$ cat config.mk
export PLATFORM = sky130hd
export DESIGN_NAME = cp0_nested_intc
export DESIGN_NICKNAME = d
export VERILOG_FILES = /design/src/rtl/cp0_nested_intc.sv
export SDC_FILE = /design/constraint.sdc
export NUM_CORES = 1
export LEC_CHECK = 0
export CAP_MARGIN = 20
export CORE_AREA = 2 2 136 138
export CTS_BUF_LIST = sky130_fd_sc_hd__clkbuf_4
export CTS_CLUSTER_DIAMETER = 50
export DETAILED_ROUTE_END_ITERATION = 12
export DIE_AREA = 0 0 138 140
export PLACE_DENSITY = 0.87
export SYNTH_ARGS = -nofsm -noshare
export SYNTH_HDL_FRONTEND = slang
export SYNTH_SLANG_ARGS = --single-unit
$ cat constraint.sdc
create_clock -name clk -period 7.5 [get_ports clk]
set_input_delay 1.125 -clock clk [delete_from_list [all_inputs] [get_ports clk]]
set_output_delay 1.125 -clock clk [all_outputs]
set_load 0.005 [all_outputs]
$ cat src/rtl/cp0_nested_intc.sv
// Nested, vectored interrupt controller beside the CP0 pipeline.
// Edge-triggered sources with per-source masks and fixed priority (higher index wins).
// A hardware stack saves {PC, IE, source index} on each taken interrupt.
// An in-service level blocks equal and lower priorities until its eret.
module cp0_nested_intc #(
  parameter int          NSRC       = 8,
  parameter int          DEPTH      = 4,
  parameter logic [31:0] VEC_BASE   = 32'h0000_0100,
  parameter logic [31:0] VEC_STRIDE = 32'h0000_0010
) (
  input  logic                       clk,
  input  logic                       rst_n,
  input  logic [NSRC-1:0]            irq_src,
  output logic                       int_req,
  output logic [31:0]                int_vector,
  input  logic                       int_ack,
  input  logic [31:0]                int_pc,
  input  logic                       eret,
  output logic [31:0]                epc_out,
  input  logic                       csr_we,
  input  logic [4:0]                 csr_waddr,
  input  logic [31:0]                csr_wdata,
  input  logic [4:0]                 csr_raddr,
  output logic [31:0]                csr_rdata,
  output logic [$clog2(DEPTH+1)-1:0] nest_level
);

  localparam int LW    = $clog2(DEPTH+1);
  localparam int SW    = (DEPTH > 1) ? $clog2(DEPTH) : 1;
  localparam int SLOTS = 1 << SW;

  typedef struct packed {
    logic [31:0] pc;
    logic        ie;
    logic [3:0]  idx;
  } frame_t;

  frame_t          stk [SLOTS];
  logic [NSRC-1:0] sync1, sync2, prev, pending, mask;
  logic [NSRC-1:0] rise, ceil_mask, eligible, clr_bits, ack_clr, req_oh, sel_oh;
  logic            ie;
  logic [LW-1:0]   depth;
  logic [3:0]      req_idx, sel_idx;
  logic [SW-1:0]   top_s, push_s;
  frame_t          top_f;
  logic [4:0]      cur_pri;
  logic            wr_status, wr_cause, wr_epc, eret_eff, ack_eff, ie_wr0, drop, raise;
  logic [31:0]     vec_nxt;
  logic            unused_ok;

  assign unused_ok = ^csr_wdata;

  // An empty stack still exposes entry 0 as its top.
  assign top_s   = (depth == '0) ? '0 : SW'(depth - 1'b1);
  assign push_s  = SW'(depth);
  assign top_f   = stk[top_s];
  assign cur_pri = (depth == '0) ? 5'd0 : {1'b0, top_f.idx} + 5'd1;

  assign rise      = sync2 & ~prev;
  assign wr_status = csr_we && (csr_waddr == 5'd12);
  assign wr_cause  = csr_we && (csr_waddr == 5'd13);
  assign wr_epc    = csr_we && (csr_waddr == 5'd14);
  assign eret_eff  = eret && (depth != '0);
  // When eret and ack coincide, eret is taken and the ack is dropped.
  assign ack_eff   = int_req && int_ack && !eret_eff;
  assign clr_bits  = wr_cause ? csr_wdata[8 +: NSRC] : '0;
  assign ie_wr0    = wr_status && !csr_wdata[0];
  assign req_oh    = NSRC'(1) << req_idx;
  assign sel_oh    = NSRC'(1) << sel_idx;
  assign ack_clr   = ack_eff ? req_oh : '0;
  assign drop      = int_req && (ie_wr0 || (|(clr_bits & req_oh)));
  // Withdraw conditions also suppress a raise in the same cycle.
  // Otherwise a request could come up and then be stuck.
  assign raise     = !int_req && ie && (|eligible) && (depth < LW'(DEPTH)) && !eret
                     && !ie_wr0 && !(|(clr_bits & sel_oh));
  assign vec_nxt   = VEC_BASE + 32'(sel_idx) * VEC_STRIDE;

  // Priority ceiling and highest-index selection among eligible sources.
  always_comb begin
    ceil_mask = '0;
    for (int i = 0; i < NSRC; i++) ceil_mask[i] = (5'(i) >= cur_pri);
    eligible = pending & mask & ceil_mask;
    sel_idx  = '0;
    for (int i = 0; i < NSRC; i++) if (eligible[i]) sel_idx = 4'(i);
  end

  // Synchroniser plus previous-value flop for edge detection.
  always_ff @(posedge clk or negedge rst_n) begin
    if (!rst_n) begin
      sync1 <= '0;
      sync2 <= '0;
      prev  <= '0;
    end else begin
      sync1 <= irq_src;
      sync2 <= sync1;
      prev  <= sync2;
    end
  end

  // Pending, mask and IE. A new edge wins over any clear.
  // Eret's IE restore wins over ack, and ack wins over a CSR write.
  always_ff @(posedge clk or negedge rst_n) begin
    if (!rst_n) begin
      pending <= '0;
      mask    <= '0;
      ie      <= 1'b0;
    end else begin
      pending <= (pending & ~clr_bits & ~ack_clr) | rise;
      if (wr_status) mask <= csr_wdata[8 +: NSRC];
      if (eret_eff)       ie <= top_f.ie;
      else if (ack_eff)   ie <= 1'b0;
      else if (wr_status) ie <= csr_wdata[0];
    end
  end

  // Save stack. An EPC write lands on the pre-push top.
  // At depth 0 that is also the push slot, and the push wins there.
  always_ff @(posedge clk or negedge rst_n) begin
    if (!rst_n) begin
      depth <= '0;
      for (int i = 0; i < SLOTS; i++) stk[i] <= '0;
    end else begin
      if (wr_epc) stk[top_s].pc <= csr_wdata;
      if (eret_eff) begin
        depth <= depth - 1'b1;
      end else if (ack_eff) begin
        stk[push_s] <= {int_pc, ie, req_idx};
        depth       <= depth + 1'b1;
      end
    end
  end

  // Request register. The index and vector stay frozen while the request is up.
  always_ff @(posedge clk or negedge rst_n) begin
    if (!rst_n) begin
      int_req    <= 1'b0;
      int_vector <= '0;
      req_idx    <= '0;
    end else if (ack_eff || eret_eff || drop) begin
      int_req <= 1'b0;
    end else if (raise) begin
      int_req    <= 1'b1;
      req_idx    <= sel_idx;
      int_vector <= vec_nxt;
    end
  end

  // CSR readback: STATUS, CAUSE and EPC. Other addresses read 0.
  always_comb begin
    csr_rdata = '0;
    case (csr_raddr)
      5'd12: begin
        csr_rdata[0]         = ie;
        csr_rdata[8 +: NSRC] = mask;
      end
      5'd13: begin
        csr_rdata[8 +: NSRC] = pending;
        csr_rdata[27:24]     = (depth != '0) ? top_f.idx : 4'd0;
      end
      5'd14:   csr_rdata = top_f.pc;
      default: csr_rdata = '0;
    endcase
  end

  assign epc_out    = top_f.pc;
  assign nest_level = depth;

endmodule

==> impl_results.md, run 1 <==
- Initial Utilization: 0.579
- CTS Root Cell: clkbuf_4
- Max Cap Viol: 0
- Met3 wire len: 1980 um
- Setup TNS: 0 ns
- Drt via density: 6.03
- Net switching power: 1.56 mW
- Vias in the first global route: 8636
- Peak VDD IR: 0.000182 V
- Detail Route Antenna Nets: 0
- Grt ovf: 0
- Asr flop ratio synth: 1.00
- Core Footprint: 17800 um2
- CP Data Required Time: 6.38 ns
- PwrDens: 315 nW/um2
- DIE WIDTH: 138 um
- R2r worst-path depth: 16
- Min Hold Slack: 0.371 ns
- Crit-path max cell delay: 0.79 ns
- RSZ-0062 raised after global routing: false
- Clk slew on worst S/H paths: 0.17 ns
- Cell count after synthesis: 1079
- Clock sink count: 193
- Fin. Hold Viols: 0
- Setup Fix Bufs, Post-CTS: 0
- Pre-CTS setup slack: 1.72 ns
- DR WL met2: 13800 um
- Drt drc: 0
- Final min period: 5.98 ns
- Gpl congestion: 0.934
- Tcrit/Tclk final: 0.797
- Port Buffers: 158
- Final Cell Area: 12200 um2
- Crit path DAT: 4.85 ns
- Via Count: 8690
- WL met1: 11400 um
- First-pass GRT wire length: 44800 um
- Lkg Pwr: 6.15 nW
- Worst setup EP type: primary output
- Chip height: 140 um
- IO Count: 187
- Clock latency at the later pin of the worst-skew pair: 0.62 ns
- H-tree levels: 4
- Cell mode on critical path: nand2_1
- Critical-path cell with the highest stage delay: dfrtp_1
- Initial DRT Pass Iterations: 5
- Synthesized area per cell: 9.54 um2
- Crit-path cells: inv_1 > ha_1 > mux2_4 > nand2_1 > buf_4 > o22ai_1 > a31oi_1 > nand2_1 > o21ai_0 > clkdlybuf4s50_1
- Status: completed
- GRT Total Usage: 0.291
- CTS Buf Count: 17
- Sw frac: 0.405
- EDFF count, synth: 0
- Startpoint Class: flip-flop
- Initial antenna violation count: 0
- TritonCTS clock tree: built
- Dpl cell area: 11900 um2
- PnR worst setup slack: 1.52 ns
- Worst slew margin: 0.294
- Post-detail-place hpwl: 18400 um
- Layout Area Growth over Synthesis: 19.0%
- Clock Skews: 0.0227 ns
- Sequential-to-total area share from yosys stat: 0.469
- Clock Tree Buf Depth: 2
- Worst-Margin Slew: 1.06 ns
- Crit-path max FO: 37
- Final nets: 1290
- Finished Core Util: 0.689
- Cts repair resizes: 0
- Worst hold path class: reg -> reg
- Yosys reg bits: 193
- Max layer used: met4
- Dominant synthesized flop cell: dfrtp_1
- Max frequency: 0.167 GHz
- Core Rows: 49
- Final setup violation count: 0
- Iter 0 DRT Violations: 646
- Synth warn: 0
- Share of total power in the clock network: 0.154
- P_int: 2.30 mW
- Share of cells above drive strength 1: 0.0818
- Full die area: 19300 um2
- Combinational share of power: 0.469
- Largest net degree at the start of global routing: 115
- Stages on worst setup path: 10
- # hold bufs at CTS: 0
- Sequential share of power: 0.377
- Crit Path Class: reg -> out
- Buf/Inv on CP: 3
- Yosys cell types: 69
- Detailed Route WL: 28000 um
- Cell family with most CP delay: buffers and inverters
- Hold Path Cell Cnt: 0
- Mapped Area: 10300 um2
- Slew Viols, Final: 0
- Wire length per cell: 19.4 um
==> worst paths after layout <==
path | start | end | slack (ns)
worst max-delay path | nest_level[0]$_DFFE_PN0P_ | csr_rdata[25] | 1.52
worst min-delay path | sync1[1]$_DFF_PN0_ | sync2[1]$_DFF_PN0_ | 0.37
worst max register to register | nest_level[0]$_DFFE_PN0P_ | int_vector[4]$_DFFE_PN0P_ | 1.60
worst min register to register | sync1[1]$_DFF_PN0_ | sync2[1]$_DFF_PN0_ | 0.37
max in group asynchronous | rst_n | stk[38]$_DFFE_PN0P_ | 5.74
min in group asynchronous | rst_n | stk[117]$_DFF_PN0_ | 0.60
==> stage by stage <==
| step | instances | power (mW) |
|---|---|---|
| 2_1_floorplan | 1106 | 2.46 |
| 3_3_place_gp | 1406 | 3.21 |
| 3_5_place_dp | 1406 | 3.26 |
| 4_1_cts | 1438 | 3.85 |
| 5_1_grt | 1439 | 4.08 |
| 6_report | 1440 | 3.86 |
==> layer usage <==
metal  GRT usage  vias up
met4       0.115        0
met3      0.0489       59
met5           0        -
li1            -     4002
met2       0.487      387
met1       0.381     4242
==> power groups by stage <==
stage | combinational [mW] | sequential, mW | clock, mW
floorplan | 1.05 | 1.40 | 0
global placement | 1.75 | 1.45 | 0
detailed placement | 1.79 | 1.47 | 0
CTS | 1.80 | 1.45 | 0.605
global route | 1.95 | 1.48 | 0.647
finish | 1.81 | 1.45 | 0.596
==> flip-flops by register name, indices dropped and copies added (netlist names), 3 cells and up <==
name,flops
sync2,8
prev,8
pending,8
stk,144
nest_level,3
mask,8
sync1,8
int_vector,4
==> cell usage in the layout, fill, tap and decap left out, types with 11 or more instances in the layout <==
master and n:
a21oi_1 106, a31oi_1 33, and2_1 22, buf_4 14
clkbuf_4 17, clkdlybuf4s50_1 157, conb_1 28, dfrtp_1 193
inv_1 16, mux2_2 22, mux2i_1 147, nand2_1 138
nand3_1 11, nor2_1 105, o21ai_0 59, o22ai_1 33
==> synthesized netlist by cell type (6+ instances only) <==
library cell,instances,area share
o22ai_1,33,0.020
buf_1,12,0.0044
inv_1,16,0.0058
a31oi_1,33,0.020
buf_4,28,0.020
and2_1,23,0.014
ha_1,6,0.0073
o21ai_0,59,0.029
mux2_2,22,0.024
mux2i_1,147,0.14
nand3_1,11,0.0053
nor2_1,107,0.039
nand2_1,143,0.052
dfrtp_1,193,0.47
clkbuf_1,55,0.020
a21oi_1,106,0.052
==> final cells by class <==
type	instances	area (um2)
fill	1378	5530
clock inverter	15	183
sequential	193	4830
clock buffer	17	128
multi-input combinational	796	5040
tap	229	287
antenna	1	2.50
timing repair buffer	173	1720
inverter	16	60.1
==> worst reg2reg max path: cells and delay by family, from the launching register on <==
family	cells	cell delay, ns
fa+ha+maj	2	0.81
flops	1	0.79
simple gates	4	1.41
mux	2	0.59
compound gates	7	1.98
buf+inv	1	0.24
==> cell families after synthesis <==
kind of cell / after synthesis / synth area share
AOI/OAI and AO/OA: 271 / 0.158
xor gates and xnor gates: 2 / 0.00170
adders and majority gates: 6 / 0.00729
buffers and inverters: 117 / 0.0548
DFF: 193 / 0.469
muxes: 174 / 0.176
other: 1 / 0.000364
and+or+nand+nor: 315 / 0.132
No activity file was read; power rests on OpenSTA's default activity.
==> run 2: changes to the inputs <==
--- a/config.mk
+++ b/config.mk
@@ -6,12 +6,12 @@
 export NUM_CORES = 1
 export LEC_CHECK = 0
 export CAP_MARGIN = 20
-export CORE_AREA = 2 2 136 138
+export CORE_AREA = 2 2 140 142
 export CTS_BUF_LIST = sky130_fd_sc_hd__clkbuf_4
 export CTS_CLUSTER_DIAMETER = 50
 export DETAILED_ROUTE_END_ITERATION = 12
-export DIE_AREA = 0 0 138 140
-export PLACE_DENSITY = 0.87
+export DIE_AREA = 0 0 142 144
+export PLACE_DENSITY = 0.82
 export SYNTH_ARGS = -nofsm -noshare
 export SYNTH_HDL_FRONTEND = slang
 export SYNTH_SLANG_ARGS = --single-unit
==> constraint.sdc (replaced) <==
create_clock -name clk -period 5.91 [get_ports clk]
set_input_delay 0.8865 -clock clk [delete_from_list [all_inputs] [get_ports clk]]
set_output_delay 0.8865 -clock clk [all_outputs]
set_load 0.005 [all_outputs]
==> run 2 against run 1 <==
Register-to-register slack got worse by 0.75 ns. Routed wire length shrank 0.79%. Via count down 1.2%. Die area up 5.8%. Total power up 27%. Critical path type unchanged. Largest cell class unchanged. Highest routed layer unchanged. Sequential share of layout area down 0.068 points. Global-route usage shrank 1.1 points. Sequential cell count stayed put. Critical path depth unchanged.
==> impl_results.md, run 2 (same netlist as run 1, synthesis figures left out) <==
- Largest net degree at the start of global routing: 99 (-14%)
- Net switching power: 1.97 mW (+26%)
- Iter 0 DRT Violations: 552 (-15%)
- Chip height: 144 um (+2.9%)
- Detail Route Antenna Nets: 0 (unchanged)
- Drt drc: 0 (unchanged)
- GRT Total Usage: 0.279 (-0.0113)
- Setup TNS: 0 ns (unchanged)
- Gpl congestion: 0.936 (+0.29%)
- H-tree levels: 4 (unchanged)
- Finished Core Util: 0.643 (-0.0458)
- CTS Root Cell: clkbuf_4
- Reg-to-Reg Start: nest_level[1]$_DFFE_PN0P_
- Min Hold Slack: 0.320 ns (-0.0514 ns)
- Initial Utilization: 0.539 (-0.0394)
- Register area: 4830 um2 (unchanged)
- Multi-input gate area: 5040 um2 (unchanged)
- Initial antenna violation count: 1 (+1)
- # hold bufs at CTS: 0 (unchanged)
- Cts repair resizes: 0 (unchanged)
- Port Buffers: 158 (unchanged)
- Critical-path cell with the highest stage delay: nand2_1
- Stages on worst setup path: 10 (unchanged)
- CTS Buf Count: 17 (unchanged)
- Max frequency: 0.191 GHz
- Post-detail-place hpwl: 18200 um (-1.0%)
- Crit Path Class: reg -> out
- Cell mode on critical path: nand2_1
- Power Total: 4.89 mW (+27%)
- Share of total power in the clock network: 0.150 (-0.004)
- Wire length per cell: 19.1 um (-1.8%)
- Crit-path max FO: 37 (unchanged)
- Max reg flops: 144 (unchanged)
- RSZ-0062 raised after global routing: false
- Core Footprint: 19100 um2 (+7.3%)
- Max Cap Viol: 0 (unchanged)
- Worst slew margin: 0.294 (+0.000313)
- Via Count: 8583 (-1.2%)
- Slew Viols, Final: 0 (unchanged)
- Lkg Pwr: 6.16 nW (about the same)
- Most common cell after layout, fill and taps aside: dfrtp_1
- Filler Cells Inserted: 1545 (+12%)
- Share of cells above drive strength 1: 0.0856 (+0.00378)
- Setup Fix Bufs, Post-CTS: 0 (unchanged)
- Sw frac: 0.402 (-0.00279)
- First-pass GRT wire length: 44700 um (-0.39%)
- Final setup violation count: 0 (unchanged)
- DIE WIDTH: 142 um (+2.9%)
- Drt via density: 5.90 (-2.2%)
- Clock Tree Buf Depth: 2 (unchanged)
- Clock Skews: 0.0155 ns (-0.00712 ns)
- R2R setup slack: 0.85 ns (-0.75 ns)
- Worst-Margin Slew: 1.06 ns (-0.000247 ns)
- Status: completed
- Full die area: 20400 um2 (+5.8%)
- CP Data Required Time: 5.02 ns (-1.36 ns)
- Detailed Route WL: 27700 um (-0.79%)
- Fin. Hold Viols: 0 (unchanged)
- P_int: 2.93 mW (+27%)
- Clock latency at the later pin of the worst-skew pair: 0.60 ns (-0.02 ns)
- Commonest non-fill, non-tap cells in the layout: dfrtp_1 (193), clkdlybuf4s50_1 (157), mux2i_1 (147)
- Grt ovf: 0 (unchanged)
- Largest reg by FF count: stk
- Buf/Inv on CP: 3 (unchanged)
- Clock sink count: 193 (unchanged)
- IO Count: 187 (unchanged)
- Initial DRT Pass Iterations: 5 (unchanged)
- Crit path DAT: 4.35 ns (-0.50 ns)
- TritonCTS clock tree: built
- Clk slew on worst S/H paths: 0.16 ns (about the same)
- Crit-path cells: inv_1 > ha_1 > mux2_4 > nand2_1 > buf_4 > o22ai_1 > a31oi_1 > nand2_1 > o21ai_0 > clkdlybuf4s50_1
- Worst setup EP type: primary output
- Cell family with most CP delay: buffers and inverters
- Combinational share of power: 0.477 (+0.008)
- Vias in the first global route: 8440 (-2.3%)
- Final min period: 5.24 ns
- Crit-path max cell delay: 0.67 ns (-0.12 ns)
- Reg-to-reg endpoint: int_vector[4]$_DFFE_PN0P_
- Peak VDD IR: 0.000223 V (+22%)
- Startpoint Class: flip-flop
- Tcrit/Tclk final: 0.887
- R2r worst-path depth: 17 (+1)
- Worst hold path class: in -> async
- Layout Area Growth over Synthesis: 19.2%
- PwrDens: 399 nW/um2 (+27%)
- Sequential share of power: 0.373 (-0.004)
- Final nets: 1295 (+0.39%)
- Core Rows: 51 (+4.1%)
run 2: cell count changes in the layout (fill, tap and decap cells not counted):
| cell | change |
|---|---|
| clkinv_4 | +2 |
| buf_16 | -1 |
| diode_2 | +1 |
| clkinv_8 | -1 |
| inv_6 | -3 |
| clkinvlp_4 | +2 |
| buf_4 | +6 |
run 2: layer usage:
layer / part of all wire / wire length [um] / GRT usage
met1: 0.42 / 11600 / 0.367
met2: 0.49 / 13700 / 0.467
met3: 0.065 / 1810 / 0.0510
met4: 0.025 / 680 / 0.103
met5: 0 / 0 / 0
run 2: metrics by stage:
step / setup WS, ns / instances / area (um2)
CTS: 0.709 / 1453 / 12300
floorplan: 1.30 / 1106 / 10400
global route: 0.357 / 1454 / 12300
detailed placement: 0.901 / 1421 / 12000
global placement: 1.02 / 1421 / 12000
finish: 0.669 / 1455 / 12300
run 2: power groups by stage:
| stage | logic (mW) | registers (mW) | clock network, mW |
|---|---|---|---|
| floorplan | 1.34 | 1.78 | 0 |
| global placement | 2.29 | 1.83 | 0 |
| detailed placement | 2.32 | 1.85 | 0 |
| CTS | 2.33 | 1.82 | 0.751 |
| global route | 2.54 | 1.86 | 0.817 |
| finish | 2.33 | 1.83 | 0.735 |
run 2: area by class of cell:
type / count / share of cell area
antenna: 2 / 0.000408
clock buffer: 17 / 0.0104
clock inverter: 15 / 0.0141
inverter: 16 / 0.00490
multi-input combinational: 796 / 0.411
sequential: 193 / 0.394
tap: 238 / 0.0243
timing repair buffer: 178 / 0.141
run 2: worst max-delay path by stage:
| stage | end | start | slack [ns] |
|---|---|---|---|
| 6_report | csr_rdata[26] | nest_level[1]$_DFFE_PN0P_ | 0.67 |
| 5_1_grt | int_vector[4]$_DFFE_PN0P_ | nest_level[1]$_DFFE_PN0P_ | 0.36 |
| 4_1_cts | csr_rdata[26] | nest_level[0]$_DFFE_PN0P_ | 0.71 |
| 3_5_place_dp | int_vector[4]$_DFFE_PN0P_ | nest_level[1]$_DFFE_PN0P_ | 0.90 |
| 3_3_place_gp | int_vector[4]$_DFFE_PN0P_ | nest_level[1]$_DFFE_PN0P_ | 1.02 |
| 2_1_floorplan | int_vector[4]$_DFFE_PN0P_ | nest_level[0]$_DFFE_PN0P_ | 1.30 |
run 2: worst register-to-register path, cell delays in order (launching register included):
cell and delay [ns]:
dfrtp_1 0.45, inv_1 0.10, ha_1 0.34, nor2b_1 0.20
buf_4 0.19, nor2_4 0.48, nor2b_1 0.10, a211oi_1 0.24
a21oi_1 0.09, ha_1 0.39, a221oi_1 0.32, o221ai_1 0.19
a221o_1 0.46, a211oi_2 0.35, mux2i_1 0.23, nor3_1 0.08
o31ai_2 0.40, mux2_1 0.37
